`src/rtl/alu_mul_seq.sv`:
```
// alu_mul_seq: multi-cycle sequencer that steers the external 12-bit
// combinational ALU through a shift-and-add 12x12 unsigned multiply
// (24-bit product in {res_hi,res_lo}).
// Build option: define ALU_SEQ_DIV_EN to add a restoring unsigned divide
// (quotient in res_lo, remainder in res_hi), selected per operation by op_div.
// Every operation takes 12 bit iterations of 3 single-cycle ALU steps.
// The done pulse follows 37 cycles after start is accepted.
module alu_mul_seq (
  input  logic        clk,
  input  logic        reset,
  input  logic        start,
`ifdef ALU_SEQ_DIV_EN
  input  logic        op_div,
`endif
  input  logic [11:0] a_in,
  input  logic [11:0] b_in,
  output logic        busy,
  output logic        done,
  output logic [11:0] res_hi,
  output logic [11:0] res_lo,
  output logic [11:0] alu_a,
  output logic [11:0] alu_b,
  output logic [4:0]  alu_op,
  output logic [4:0]  alu_flg,
  input  logic [11:0] alu_q,
  input  logic [4:0]  alu_flg_out
);

  localparam logic [4:0] OP_MOV = 5'h00;
  localparam logic [4:0] OP_ADD = 5'h04;
  localparam logic [4:0] OP_RKR = 5'h0B;
`ifdef ALU_SEQ_DIV_EN
  localparam logic [4:0] OP_SUB = 5'h06;
  localparam logic [4:0] OP_RKL = 5'h0A;
`endif

  localparam logic [3:0] LAST_BIT = 4'd11;

  typedef enum logic [2:0] {
    IDLE,
    STEP0,
    STEP1,
    STEP2,
    DONE
  } seqState_e;

  seqState_e   state_q, state_d;
  logic [11:0] hi_q, hi_d;
  logic [11:0] lo_q, lo_d;
  logic [11:0] mc_q, mc_d;
  logic        kReg_q, kReg_d;
  logic [3:0]  cnt_q, cnt_d;
`ifdef ALU_SEQ_DIV_EN
  logic        mode_q, mode_d;
`endif

  // Only the K (carry/borrow/shift-out) flag of the ALU matters here.
  logic kOut;
  logic unusedFlagBits;
  assign kOut           = alu_flg_out[2];
  assign unusedFlagBits = ^{alu_flg_out[4:3], alu_flg_out[1:0]};

  // Result registers are the result outputs, so they hold between operations.
  assign res_hi = hi_q;
  assign res_lo = lo_q;

  // State and datapath registers; synchronous reset clears everything and
  // drops any operation that is in flight.
  always_ff @(posedge clk) begin
    if (reset) begin
      state_q <= IDLE;
      hi_q    <= '0;
      lo_q    <= '0;
      mc_q    <= '0;
      kReg_q  <= 1'b0;
      cnt_q   <= '0;
`ifdef ALU_SEQ_DIV_EN
      mode_q  <= 1'b0;
`endif
    end else begin
      state_q <= state_d;
      hi_q    <= hi_d;
      lo_q    <= lo_d;
      mc_q    <= mc_d;
      kReg_q  <= kReg_d;
      cnt_q   <= cnt_d;
`ifdef ALU_SEQ_DIV_EN
      mode_q  <= mode_d;
`endif
    end
  end

  // Next-state and ALU drive: each STEPn issues one ALU operation and
  // writes its combinational result back on the same edge.
  always_comb begin
    state_d = state_q;
    hi_d    = hi_q;
    lo_d    = lo_q;
    mc_d    = mc_q;
    kReg_d  = kReg_q;
    cnt_d   = cnt_q;
`ifdef ALU_SEQ_DIV_EN
    mode_d  = mode_q;
`endif
    busy    = 1'b0;
    done    = 1'b0;
    alu_op  = OP_MOV;
    alu_a   = '0;
    alu_b   = '0;
    alu_flg = {2'b00, kReg_q, 2'b00};

    case (state_q)
      IDLE, DONE: begin
        done = (state_q == DONE);
        if (start) begin
          hi_d    = '0;
          kReg_d  = 1'b0;
          cnt_d   = '0;
          state_d = STEP0;
`ifdef ALU_SEQ_DIV_EN
          mode_d  = op_div;
          if (op_div) begin
            lo_d = a_in;
            mc_d = b_in;
          end else begin
            lo_d = b_in;
            mc_d = a_in;
          end
`else
          lo_d = b_in;
          mc_d = a_in;
`endif
        end else begin
          state_d = IDLE;
        end
      end

      STEP0: begin
        busy    = 1'b1;
        state_d = STEP1;
`ifdef ALU_SEQ_DIV_EN
        if (mode_q) begin
          // Shift the dividend left; the bit leaving lo lands in K.
          alu_op  = OP_RKL;
          alu_b   = lo_q;
          alu_flg = 5'b00000;
          lo_d    = alu_q;
          kReg_d  = kOut;
        end else
`endif
        begin
          // Conditionally add the multiplicand into the upper half.
          alu_op = OP_ADD;
          alu_a  = hi_q;
          alu_b  = lo_q[0] ? mc_q : 12'h000;
          hi_d   = alu_q;
          kReg_d = kOut;
        end
      end

      STEP1: begin
        busy    = 1'b1;
        state_d = STEP2;
`ifdef ALU_SEQ_DIV_EN
        if (mode_q) begin
          // Pull the dividend bit from K into the partial remainder.
          alu_op = OP_RKL;
          alu_b  = hi_q;
          hi_d   = alu_q;
        end else
`endif
        begin
          // Shift the add carry into the top of hi; hi[0] drops into K.
          alu_op = OP_RKR;
          alu_b  = hi_q;
          hi_d   = alu_q;
          kReg_d = kOut;
        end
      end

      STEP2: begin
        busy = 1'b1;
`ifdef ALU_SEQ_DIV_EN
        if (mode_q) begin
          // Trial subtract; keep it and set the quotient bit when no borrow.
          alu_op = OP_SUB;
          alu_a  = hi_q;
          alu_b  = mc_q;
          if (!kOut) begin
            hi_d = alu_q;
            lo_d = {lo_q[11:1], 1'b1};
          end
        end else
`endif
        begin
          // Shift hi[0] (now in K) into the top of lo.
          alu_op = OP_RKR;
          alu_b  = lo_q;
          lo_d   = alu_q;
          kReg_d = kOut;
        end
        if (cnt_q == LAST_BIT) begin
          state_d = DONE;
        end else begin
          cnt_d   = cnt_q + 4'd1;
          state_d = STEP0;
        end
      end

      default: begin
        state_d = IDLE;
      end
    endcase
  end

endmodule

```
`config.mk`:
```
export PLATFORM = sky130hd
export DESIGN_NAME = alu_mul_seq
export DESIGN_NICKNAME = d
export VERILOG_FILES = /design/src/rtl/alu_mul_seq.sv
export SDC_FILE = /design/constraint.sdc
export NUM_CORES = 1
export LEC_CHECK = 0
export ABC_AREA = 1
export CORE_ASPECT_RATIO = 1.1
export CORE_MARGIN = 2
export CORE_UTILIZATION = 41
export CTS_CLUSTER_SIZE = 12
export DETAILED_ROUTE_END_ITERATION = 16
export GPL_ROUTABILITY_DRIVEN = 1
export PLACE_DENSITY = 0.86
export SYNTH_ARGS = -nofsm -noshare
export SYNTH_HDL_FRONTEND = slang
export SYNTH_SLANG_ARGS = --single-unit
```
`constraint.sdc`:
```
create_clock -name clk -period 1.73 [get_ports clk]
set_input_delay 0.4325 -clock clk [delete_from_list [all_inputs] [get_ports clk]]
set_output_delay 0.4325 -clock clk [all_outputs]
set_load 0.01 [all_outputs]
```
==> results of run 1 <==
## layer usage
layer  track usage  part of all wire  up-vias
met2        0.4643              0.50      115
met1        0.3134              0.39     1200
met4        0.1164             0.028        0
met5             0                 0        -
met3       0.05335             0.078       19
li1              -                 -     1285
## critical path, stage by stage (launching register included)
cell                       delay (ns)
sky130_fd_sc_hd__dfxtp_2         0.37
sky130_fd_sc_hd__inv_2           0.06
sky130_fd_sc_hd__nor2_4          0.08
sky130_fd_sc_hd__nand2_2         0.08
sky130_fd_sc_hd__nor2_4          0.11
sky130_fd_sc_hd__buf_6           0.14
sky130_fd_sc_hd__nand2_1         0.07
sky130_fd_sc_hd__o211ai_1        0.08
sky130_fd_sc_hd__buf_2           0.16
## flip-flops by register name, indices dropped and copies added, names as in the netlist
signal	flops
res_lo	12
state_q	3
res_hi	12
kReg_q	1
cnt_q	4
mc_q	12
## cells in the final DEF, fill, tap and decap left out, types with 2 or more instances in the layout
cell type                         instances
sky130_fd_sc_hd__buf_2                   15
sky130_fd_sc_hd__nand2_1                 89
sky130_fd_sc_hd__buf_4                   26
sky130_fd_sc_hd__dfxtp_1                 40
sky130_fd_sc_hd__a21oi_1                 28
sky130_fd_sc_hd__clkbuf_8                 7
sky130_fd_sc_hd__clkdlybuf4s50_1         62
sky130_fd_sc_hd__conb_1                   5
sky130_fd_sc_hd__nand4_1                 13
sky130_fd_sc_hd__o21ai_0                 14
sky130_fd_sc_hd__nor2_1                  48
sky130_fd_sc_hd__nor2_4                   3
sky130_fd_sc_hd__o211ai_1                12
sky130_fd_sc_hd__inv_1                   32
sky130_fd_sc_hd__dlymetal6s2s_1           2
sky130_fd_sc_hd__nand2_4                  3
sky130_fd_sc_hd__nand2_2                  7
sky130_fd_sc_hd__buf_6                   10
sky130_fd_sc_hd__dfxtp_2                  3
sky130_fd_sc_hd__nor2_2                   2
sky130_fd_sc_hd__inv_2                    4
sky130_fd_sc_hd__clkdlybuf4s15_2         12
sky130_fd_sc_hd__nand3_1                  5
## kinds of logic after synthesis
kind of cell	Yosys count	share of synthesized area
AOI/OAI and AO/OA	55	0.1390
buffers and inverters	62	0.1305
and+or+nand+nor	172	0.3219
DFF	44	0.4011
adders and majority gates	1	0.005697
other	1	0.001708
## power groups by stage
stage	registers, uW	clock network, uW	logic [uW]
global placement	1200	0	835
detailed placement	1210	0	854
global route	1200	922	992
floorplan	1220	0	390
finish	1190	871	918
CTS	1190	880	880
## final cells by class
| type | instances | area (um2) |
|---|---|---|
| Fill cell | 395 | 1530 |
| Timing Repair Buffer | 131 | 1212 |
| Inverter | 37 | 141.4 |
| Clock buffer | 7 | 96.34 |
| Multi-Input combinational cell | 233 | 1112 |
| Sequential cell | 44 | 888.4 |
| Tap cell | 72 | 90.09 |
| Clock inverter | 1 | 30.03 |
## per-stage QoR
| stage | worst slack [ns] | hold WS (ns) | util |
|---|---|---|---|
| floorplan | 0.1807 | 0.4554 | - |
| global placement | -0.2808 | 0.4640 | 0.6546 |
| detailed placement | -0.3596 | 0.4686 | 0.6546 |
| CTS | -0.1504 | 0.4828 | 0.6929 |
| global route | -0.2341 | 0.5075 | 0.7000 |
| finish | -0.1571 | 0.4884 | 0.7000 |
## what timing repair did
item / 4_1_cts / 5_1_grt
setup endpoints to repair: 31 / 34
hold endpoints to repair: 0 / 0
setup buffers: 4 / 1
pin swaps: 5 / 0
resized for setup: 132 / 16
cloned: 1 / 0
## final timing paths
check,from,to
setup / recovery,state_q[0]$_SDFF_PP0_,alu_b[10]
hold / removal,res_lo[10]$_SDFFE_PP0P_,res_lo[10]$_SDFFE_PP0P_
setup reg to reg,state_q[0]$_SDFF_PP0_,res_lo[4]$_SDFFE_PP0P_
hold reg to reg,res_lo[10]$_SDFFE_PP0P_,res_lo[10]$_SDFFE_PP0P_
==> flow_metrics.py, run 1 <==
metrics = {
    "worst_setup_path": {
        "crit_path_max_fanout": 7,
        "worstSetupEndpointType": "primary output",
        "arrival_time_reported_for_the_critical_path_endpoint_ns": 1.45,
        "worst_ep_required_time_ns": 1.30,
        "worst_r2r_path_depth": 10,
        "kind_of_start_point_of_the_critical_path": "flop",
        "rrSetupSlack_ns": 0.15,
        "crit_type": "reg -> out",
    },
    "clock_tree": {
        "cts.htree.levels": 2,
        "cts-hold-fix-buffers": 0,
        "clock-sinks": 44,
        "cts_buffer_depth": 2,
        "numCtsBuffers": 5,
        "clock_tree_from_tritoncts": "done",
        "clk-insertion-delay-late_ns": 0.30,
        "clock-root-buffer": "sky130_fd_sc_hd__clkbuf_8",
        "path_clk_slew_ns": 0.08,
    },
    "place": {
        "hpwlAfterDp_um": 5296,
        "place_congestion": 0.8995,
        "dp.cells": 511,
        "post_dp_cell_area_um2": 3339,
        "io_buffer_count": 94,
    },
    "logic_synthesis": {
        "synth_edf_count": 0,
        "post_synth_inst_count": 335,
        "yosys_most_used_dff": "sky130_fd_sc_hd__dfxtp_1",
        "synthDominantCellAreaShare": 0.4011,
        "yosysUniqueCellTypes": 18,
        "yosysTopAreaCell": "sky130_fd_sc_hd__dfxtp_1",
        "synth.cell_area_um2": 2196,
        "ys_async_sr_fraction": 0,
        "synth_sequential_area_ratio": 0.4011,
        "commonest_cells_in_the_netlist": "97 x sky130_fd_sc_hd__nand2_1, 51 x sky130_fd_sc_hd__nor2_1, 44 x sky130_fd_sc_hd__dfxtp_1, 35 x sky130_fd_sc_hd__inv_1, 28 x sky130_fd_sc_hd__a21oi_1",
        "syn-mean-instance-area_um2": 6.555,
        "synth_most_common_cell": "sky130_fd_sc_hd__nand2_1",
        "yosys_register_bits": 44,
        "synthesis.yosys.warnings": 0,
        "post_synth_main_area_contributors": "sky130_fd_sc_hd__dfxtp_1 40%, sky130_fd_sc_hd__nand2_1 17%, sky130_fd_sc_hd__nor2_1 8.7%",
    },
    "pwr": {
        "power.ir.vdd_worst_mv": 0.4616,
        "finalPower_uw": 2984,
        "power.share.combinational": 0.308,
        "powerDensity_nw_per_um2": 835.5,
        "static_leak_uw": 0.001532,
        "power.switching_uw": 914.2,
        "internal_power_contribution_uw": 2069,
        "sw_frac_of_total": 0.3064,
        "clock_power_share": 0.292,
        "pwr-share-seq": 0.400,
    },
    "global_route": {
        "first_global_vias": 2492,
        "grt_first_pass_wirelength_um": 11990,
        "grt_overflow": 0,
        "grt_max_degree": 25,
        "grt_use_total": 0.2663,
        "antenna_found_initial": 0,
    },
    "job": {
        "cap_viol_max_count": 0,
    },
    "run_status": {
        "status": "finished with violations",
        "violations": "setup timing",
    },
    "drt": {
        "drt_pre_antenna_iters": 4,
        "drt_first_iter_violations": 172,
        "dr_total_vias": 2619,
        "detail_route.drc_violations": 0,
        "totalWireLength_um": 7767,
        "avgRoutedWirePerCell_um": 14.79,
        "drtAntennaViolNets": 0,
        "vias_per_cell": 4.989,
    },
    "floorplan": {
        "die-area_um2": 5958,
        "count_of_boundary_i_o_pins": 104,
        "fp.dieH_um": 80.76,
        "start_util": 0.4305,
        "rows": 27,
        "placeable_area_um2": 5101,
        "die-width_um": 73.78,
    },
    "layout": {
        "share_of_post_route_cells_with_drive_strength_above_1": 0.2230,
        "antenna_cells": 0,
        "fin_nets": 497,
        "flow.area_growth_from_synthesis_pct": 62.62,
        "post-route-cell-area_um2": 3571,
        "number_of_standard_cells_in_the_final_layout_excluding_fillers": 525,
    },
    "timing": {
        "setup-tns-final_ns": -3.204,
        "setup_violations": 25,
        "post-route-period-util": 1.091,
        "layout_setup_ws_ns": -0.1571,
        "rsz0062_at_grt": "true",
        "finalHoldViolations": 0,
        "slew_viol_final": 0,
        "final_period_minus_worst_setup_slack_ns": 1.887,
        "final.setup_skew_ns": 0.004808,
        "max_clock_freq_mhz": 529.9,
    },
    "min_path": {
        "worstHoldPathType": "reg -> reg",
        "worst_hold_path_depth": 2,
    },
}
Power figures use the tool's default switching activity.
==> run 2, diff against run 1 <==
--- a/config.mk
+++ b/config.mk
@@ -6,6 +6,7 @@
 export NUM_CORES = 1
 export LEC_CHECK = 0
 export ABC_AREA = 1
+export CAP_MARGIN = 20
 export CORE_ASPECT_RATIO = 1.1
 export CORE_MARGIN = 2
 export CORE_UTILIZATION = 41
==> results of run 2 <==
The final DEF is identical to that of run 1; final timing and power are the same.
==> run 3, diff against run 2 <==
--- a/config.mk
+++ b/config.mk
@@ -6,7 +6,7 @@
 export NUM_CORES = 1
 export LEC_CHECK = 0
 export ABC_AREA = 1
-export CAP_MARGIN = 20
+export CAP_MARGIN = 10
 export CORE_ASPECT_RATIO = 1.1
 export CORE_MARGIN = 2
 export CORE_UTILIZATION = 41
==> results of run 3 <==
The final DEF is identical to that of run 1; final timing and power are the same.
